--- config.mk ---
export PLATFORM = sky130hd
export DESIGN_NAME = mem_arbiter
export DESIGN_NICKNAME = d
export VERILOG_FILES = /design/src/rtl/mem_arbiter.sv
export SDC_FILE = /design/constraint.sdc
export NUM_CORES = 1
export LEC_CHECK = 0
export CAP_MARGIN = 20
export CORE_MARGIN = 2
export CORE_UTILIZATION = 42
export CTS_BUF_LIST = sky130_fd_sc_hd__clkbuf_2 sky130_fd_sc_hd__clkbuf_4 sky130_fd_sc_hd__clkbuf_8
export CTS_CLUSTER_SIZE = 30
export DETAILED_ROUTE_END_ITERATION = 16
export GPL_TIMING_DRIVEN = 0
export PLACE_DENSITY = 0.92
export SYNTH_ARGS = -nofsm -noshare
export SYNTH_HDL_FRONTEND = slang
export SYNTH_SLANG_ARGS = --single-unit
--- constraint.sdc ---
create_clock -name clk -period 2.39 [get_ports clk]
set_input_delay 0.239 -clock clk [delete_from_list [all_inputs] [get_ports clk]]
set_output_delay 0.239 -clock clk [all_outputs]
set_load 0.03 [all_outputs]
--- src/rtl/mem_arbiter.sv ---
// Two-master arbiter in front of a single-port word RAM with byte lanes.
// Latency: grant visible one cycle after the decision; read data valid one cycle after issue.
// Backpressure: ports may only issue the cycle after their ready; unannounced requests are dropped with err.
module mem_arbiter #(
    parameter int ADDR_WIDTH = 14,
    parameter int BURST      = 4
) (
    input  logic                  clk,
    input  logic                  rst,
    input  logic [31:0]           p0_addr,
    input  logic [3:0]            p0_oe,
    input  logic [3:0]            p0_we,
    input  logic [31:0]           p0_wdata,
    output logic [31:0]           p0_rdata,
    output logic                  p0_valid,
    output logic                  p0_ready,
    input  logic                  p1_req,
    input  logic [31:0]           p1_addr,
    input  logic [3:0]            p1_oe,
    input  logic [3:0]            p1_we,
    input  logic [31:0]           p1_wdata,
    output logic [31:0]           p1_rdata,
    output logic                  p1_valid,
    output logic                  p1_ready,
    output logic [ADDR_WIDTH-1:0] ram_addr,
    output logic                  ram_oe,
    output logic [3:0]            ram_we,
    output logic [31:0]           ram_wdata,
    input  logic [31:0]           ram_rdata,
    output logic [31:0]           p0_wait_cycles,
    output logic                  err
);
    localparam int CW = $clog2(BURST + 1);

    typedef enum logic [1:0] {OWN_NONE, OWN_P0, OWN_P1} own_t;

    own_t          g, g_nxt, io, ro;
    logic [CW-1:0] cnt, cnt_nxt;
    logic [1:0]    roff, off;
    logic [31:0]   p0_hold, p1_hold, rd_shift;
    logic          p0_act, p1_act, p0_acc, p1_acc, acc;
    logic [31:0]   sel_addr, sel_wdata;
    logic [3:0]    sel_oe, sel_we, we_sh;

    // Grant state register: who may issue next cycle, and how long port 1 has held it.
    always_ff @(posedge clk) begin
        if (!rst) begin
            g   <= OWN_NONE;
            cnt <= '0;
        end else begin
            g   <= g_nxt;
            cnt <= cnt_nxt;
        end
    end

    // Grant next-state: port 1 wins while it asks and has burst budget left, else port 0 gets a slot.
    always_comb begin
        if (p1_req && (cnt < CW'(BURST))) begin
            g_nxt   = OWN_P1;
            cnt_nxt = cnt + 1'b1;
        end else begin
            g_nxt   = OWN_P0;
            cnt_nxt = '0;
        end
    end

    // Grant outputs: ready tells a port it owns the issue slot of the following cycle.
    always_comb begin
        p0_ready = rst && (g == OWN_P0);
        p1_ready = rst && (g == OWN_P1);
    end

    // Accept the issue-slot owner's request, flag the other one, and lane-align it onto the RAM.
    always_comb begin
        p0_act = (p0_oe != 4'd0) || (p0_we != 4'd0);
        p1_act = (p1_oe != 4'd0) || (p1_we != 4'd0);
        p0_acc = rst && (io == OWN_P0) && p0_act;
        p1_acc = rst && (io == OWN_P1) && p1_act;
        acc    = p0_acc || p1_acc;
        err    = rst && ((p0_act && !p0_acc) || (p1_act && !p1_acc));
        if (p1_acc) begin
            sel_addr  = p1_addr;
            sel_oe    = p1_oe;
            sel_we    = p1_we;
            sel_wdata = p1_wdata;
        end else begin
            sel_addr  = p0_addr;
            sel_oe    = p0_oe;
            sel_we    = p0_we;
            sel_wdata = p0_wdata;
        end
        off       = sel_addr[1:0];
        // lanes pushed past byte 3 fall off the 4-bit result on purpose
        we_sh     = sel_we << off;
        ram_addr  = acc ? sel_addr[ADDR_WIDTH+1:2] : '0;
        ram_we    = acc ? we_sh : 4'd0;
        ram_wdata = acc ? (sel_wdata << {off, 3'b000}) : 32'd0;
        // a request carrying both masks is treated purely as a write
        ram_oe    = acc && (sel_oe != 4'd0) && (sel_we == 4'd0);
    end

    // Issue/read ownership tracking: remember who owns the slot and whose read is in flight.
    always_ff @(posedge clk) begin
        if (!rst) begin
            io   <= OWN_NONE;
            ro   <= OWN_NONE;
            roff <= 2'd0;
        end else begin
            io <= g;
            if (ram_oe) begin
                ro   <= p1_acc ? OWN_P1 : OWN_P0;
                roff <= off;
            end else begin
                ro <= OWN_NONE;
            end
        end
    end

    // Read return: right-justify the RAM word to the reader, otherwise show the last returned value.
    always_comb begin
        rd_shift = ram_rdata >> {roff, 3'b000};
        p0_valid = rst && (ro == OWN_P0);
        p1_valid = rst && (ro == OWN_P1);
        p0_rdata = p0_valid ? rd_shift : p0_hold;
        p1_rdata = p1_valid ? rd_shift : p1_hold;
    end

    // Held read data per port, cleared by reset.
    always_ff @(posedge clk) begin
        if (!rst) begin
            p0_hold <= 32'd0;
            p1_hold <= 32'd0;
        end else begin
            if (p0_valid) p0_hold <= rd_shift;
            if (p1_valid) p1_hold <= rd_shift;
        end
    end

    // Port 0 starvation counter, wraps naturally.
    always_ff @(posedge clk) begin
        if (!rst) begin
            p0_wait_cycles <= 32'd0;
        end else if (!p0_ready) begin
            p0_wait_cycles <= p0_wait_cycles + 32'd1;
        end
    end
endmodule

; Word-level counts from Yosys, hierarchy flattened
; Index checks and enable logic that the tools add are counted.
; W data, S select, Z words.
[totals]
ff_bits = 107
elab_cells = 59
output_inout_bits = 152
in_bits = 179
[op_classes]
eq_ne = 6
n_mux = 11
add_sub_neg = 2
shift = 3
reduce_logical = 28
magnitude_cmp = 1
[op_table]
columns = op, n
row1 = $mux W32, 4
row2 = $add A32 B1 Y32 const B, 1
row3 = $shl A32 B5 Y32, 1
row4 = $shr A32 B5 Y32, 1
row5 = $reduce_bool A4 Y1, 5
row6 = $mux W16, 1
row7 = $logic_and A1 B1 Y1, 14
row8 = $mux W14, 1
row9 = $mux W4, 3
row10 = $eq A2 B1 Y1 const B, 3
row11 = $eq A2 B2 Y1 const B, 3
row12 = $logic_not A4 Y1, 1
row13 = $logic_or A1 B1 Y1, 4
row14 = $mux W2, 2
row15 = $reduce_and A2 Y1, 2
row16 = $shl A4 B2 Y4, 1
row17 = $add A3 B1 Y3 const B, 1
row18 = $lt A3 B3 Y1 const B, 1
row19 = $logic_not A1 Y1, 2

; Logic depth before layout (Yosys ltp)
[logic_depth]
ltp_word = 8
ltp_mapped = 8
mapped_depth_nobuf = 6

; Least setup slack after synthesis
; No wires, ideal clock.
[synth_timing]
path_type = input-to-output
start = in p1_oe[0]
end = out ram_wdata[10]
t_arrival_ps = 2187
required_ps = 2151
cell_stages = 7
slack_ps = -36
path_buffers = 2
path_cell_list = nor4_4 > a31o_1 > buf_6 > mux2i_2 > nand2b_1 > buf_2 > a211oi_1
[synth_via]
elab_chain_cells = 6
elab_cells_between_ends = 8
classes_between = shift: 1 / mux: 3 / reduce/logical: 4
[synth_rtl]
columns = element, line_no
row1 = "start, declared", 19  ; input logic [3:0] p1_oe,
row2 = $reduce_bool A4 Y1 (*), 76  ; p1_act = (p1_oe != 4'd0) || (p1_we != 4'd0);
row3 = $logic_or A1 B1 Y1 (*), 76
row4 = $logic_and A1 B1 Y1 (*), 78  ; p1_acc = rst && (io == OWN_P1) && p1_act;
row5 = $mux W32 / $mux W16 (equally long branches), 81  ; if (p1_acc) begin
row6 = $shl A32 B5 Y32, 97  ; ram_wdata = acc ? (sel_wdata << {off, 3'b000}) : 32'd0;
row7 = $mux W32 (*), 97
row8 = "end, declared", 28  ; output logic [31:0] ram_wdata,
; Mark *: on every way between the ends. The rest lies on a longest branch, timed or not.

; Worst setup path in the final report
[layout_timing]
start = in p1_we[1]
end = out ram_wdata[19]
[layout_via]
elab_chain_cells = 6
elab_cells_between_ends = 8
classes_between = shift: 1 / mux: 3 / reduce/logical: 4
[layout_rtl]
columns = element, line_no
row1 = "start, declared", 20  ; input logic [3:0] p1_we,
row2 = $reduce_bool A4 Y1 (*), 76
row3 = $logic_or A1 B1 Y1 (*), 76
row4 = $logic_and A1 B1 Y1 (*), 78
row5 = $mux W32 / $mux W16 (equally long branches), 81
row6 = $shl A32 B5 Y32, 97
row7 = $mux W32 (*), 97
; Marks and branches as above.

==> run metrics <==
kind of critical path in2out; # diodes 0; post-synth top area share 32.5%; RD Place Congestion 0.958; fin nets 1,378; final worst slack -0.328 ns; WP data arrival 2.48 ns; drt drc 0; layout cell share with drive strength beyond 1 28.7%; area growth from synthesis to layout 65.5%; grt ovf 0; CP max FO 4; WL/cell 20.9 um; Ports 331; Post-DP Area 9820 um2; fin area 10,900 um2; Setup Skew 0.0125 ns; Filler cells 1,126; CP Launch Type input port; Total GRT Usage 34.4%; number of flops mapped to enable cells by yosys 0; Yosys reg bits 107; first-pass GRT wire length 44.1 mm; largest net degree at the start of global routing 19; Peak VDD IR 383 uV; initial antenna violation count 0; worst slew pin tran 0.668 ns; CTS buffer count 9; CTS tree yes; relative slew slack 55.4%; Post-DRT Antenna Nets 0; Final Cycle Share 114%; Avg Inst Size Synth 7.81 um2; sequential-to-total area share from yosys stat 32.5%; crit end category primary output; Hold Path Class reg2reg; Die Y 129 um; hold path cells 1; Clock Latency Late Sink 0.39 ns; Root Buffer Master clkbuf_8; clock net sink count 107; largest area contributor in the synthesized netlist dfxtp_1; PortBufs 296; ys flop type dfxtp_1; ys async rst share 0%; Post-Syn Area 6590 um2; Post-Synthesis Cells 844; Final Max Slew Viols 0; Final Critical Period 2.72 ns; f_max 368 MHz; Initial Utilization 43.2%; CTS H-tree depth 3; Netlist cell types 50; vias in the first global route 8,209; worst r2r path cells 10; largest cells by area after synthesis dfxtp_1 32%, and2_1 9.4%, nand2_1 8.9%; RSZ-0062 raised after global routing true; CTS Buffer Depth 2; routed wire length 29.6 mm; Worst-path clk slew 0.10 ns; first drt pass iteration count 5; status finished, violations left; vias per inst 5.70; YS warnings 0; TNS Setup -9.09 ns; Max Cap Violations 0; Cell Rows 45; core area 15,300 um2; syn nets 1,025; Final Hold Fails 0; DPL Wire Length 20.0 mm; Power, Total 4.10 mW; Die X 129 um; leak pwr 4.52 nW; total die area 16,700 um2; starting DRC count in detailed routing 684; pwr dens 376 nW/um2; via count 8,057; Setup Viol. Count Final 51; CP Data Required Time 2.15 ns; violated checks negative setup slack
layout make-up:
class / instances / area (um2) / area share [%]
buffer: 60 / 439 / 4.02
clock buffer: 10 / 131 / 1.20
clock inverter: 6 / 97.6 / 0.894
inverter: 9 / 33.8 / 0.310
multi-input combinational: 665 / 4660 / 42.7
sequential: 107 / 2140 / 19.7
tap: 211 / 264 / 2.42
timing repair buffer: 345 / 3140 / 28.8
report_power, final:
part / leakage, nW / internal, mW / switching [mW]
Clock: 0.116 / 0.615 / 0.660
Combinational: 3.54 / 0.500 / 0.520
Sequential: 0.864 / 1.79 / 0.0121
critical path, stage by stage:
cell	delay [ns]
clkdlybuf4s50_1	0.59
nor2_4	0.07
buf_4	0.16
a31oi_4	0.23
buf_6	0.15
mux2i_4	0.28
buf_6	0.16
a311oi_1	0.08
a211oi_2	0.28
buf_4	0.22
through the flow:
step           instances  hold slack [ns]  util [%]  setup WS (ns)
6_report            1413            0.426      71.5         -0.328
5_1_grt             1413            0.449      71.5         -0.378
4_1_cts             1411            0.431      71.5         -0.209
3_5_place_dp        1351            0.417      64.4          -1.28
3_3_place_gp        1351            0.406      64.4          -1.26
2_1_floorplan        844            0.348         -        -0.0360
flip-flops by register name (all words and copies together), names as in the netlist:
register        flops
p0_hold            32
p0_wait_cycles     32
p1_hold            32
cnt                 3
g                   2
io                  2
ro                  2
roff                2
kinds of logic (layout without fill, tap and decap cells):
group / after synthesis / in the layout / share of synthesized area, %
flip-flops: 107 / 107 / 32.5
adder cells (fa/ha/maj): 2 / 2 / 0.379
AO/OA/AOI/OAI: 179 / 179 / 16.5
XOR/XNOR: 30 / 30 / 3.98
AND/OR/NAND/NOR: 380 / 381 / 30.0
buffers and inverters: 73 / 430 / 4.97
multiplexers: 73 / 73 / 11.7
cells in the mapped netlist (3+ instances only):
library cell	number
nand2_1	157
dfxtp_1	107
and2_1	99
o21ai_0	76
mux2i_1	53
a21oi_1	50
clkbuf_1	39
a211oi_1	26
nor2_1	26
xnor2_1	24
nand3_1	22
buf_2	19
mux2_2	18
nor2b_1	16
nand4_1	13
a211o_1	9
a311oi_1	9
inv_1	9
nor3b_1	9
or2_2	8
xor2_1	6
and3_1	5
and4_1	4
nor3_1	4
buf_6	3
nand2b_1	3
nand3b_1	3
per-layer routing:
layer	wire length [um]	global-route usage [%]	vias to the layer above
met5	0	0	-
met4	1680	19.5	0
met3	2680	7.89	151
met2	13900	58.5	550
met1	11300	39.9	3739
li1	-	-	3617
what timing repair did:
action,CTS,global route
setup buffers,39,7
hold buffers,0,0
resized for setup,627,228
setup endpoints to repair,120,114
cloned,6,0
pin swaps,31,13
final timing paths:
path                            slack, ns  startpoint            end
worst min-delay path                 0.43      cnt[0]         cnt[0]
worst max register to register       0.17       io[0]        roff[1]
worst max-delay path                -0.33    p1_we[1]  ram_wdata[19]
worst min register to register       0.43      cnt[0]         cnt[0]
layout by cell type (no fill, tap or decap), types with 21 or more instances in the layout:
master / count
dfxtp_1: 105
and2_1: 99
mux2i_1: 52
xnor2_1: 24
clkbuf_2: 65
a21oi_1: 22
clkdlybuf4s50_1: 169
nor2_1: 21
o21ai_0: 65
nand2_1: 156
a21oi_2: 22
buf_6: 51
buf_4: 58
No activity file was read; power rests on OpenSTA's default activity.
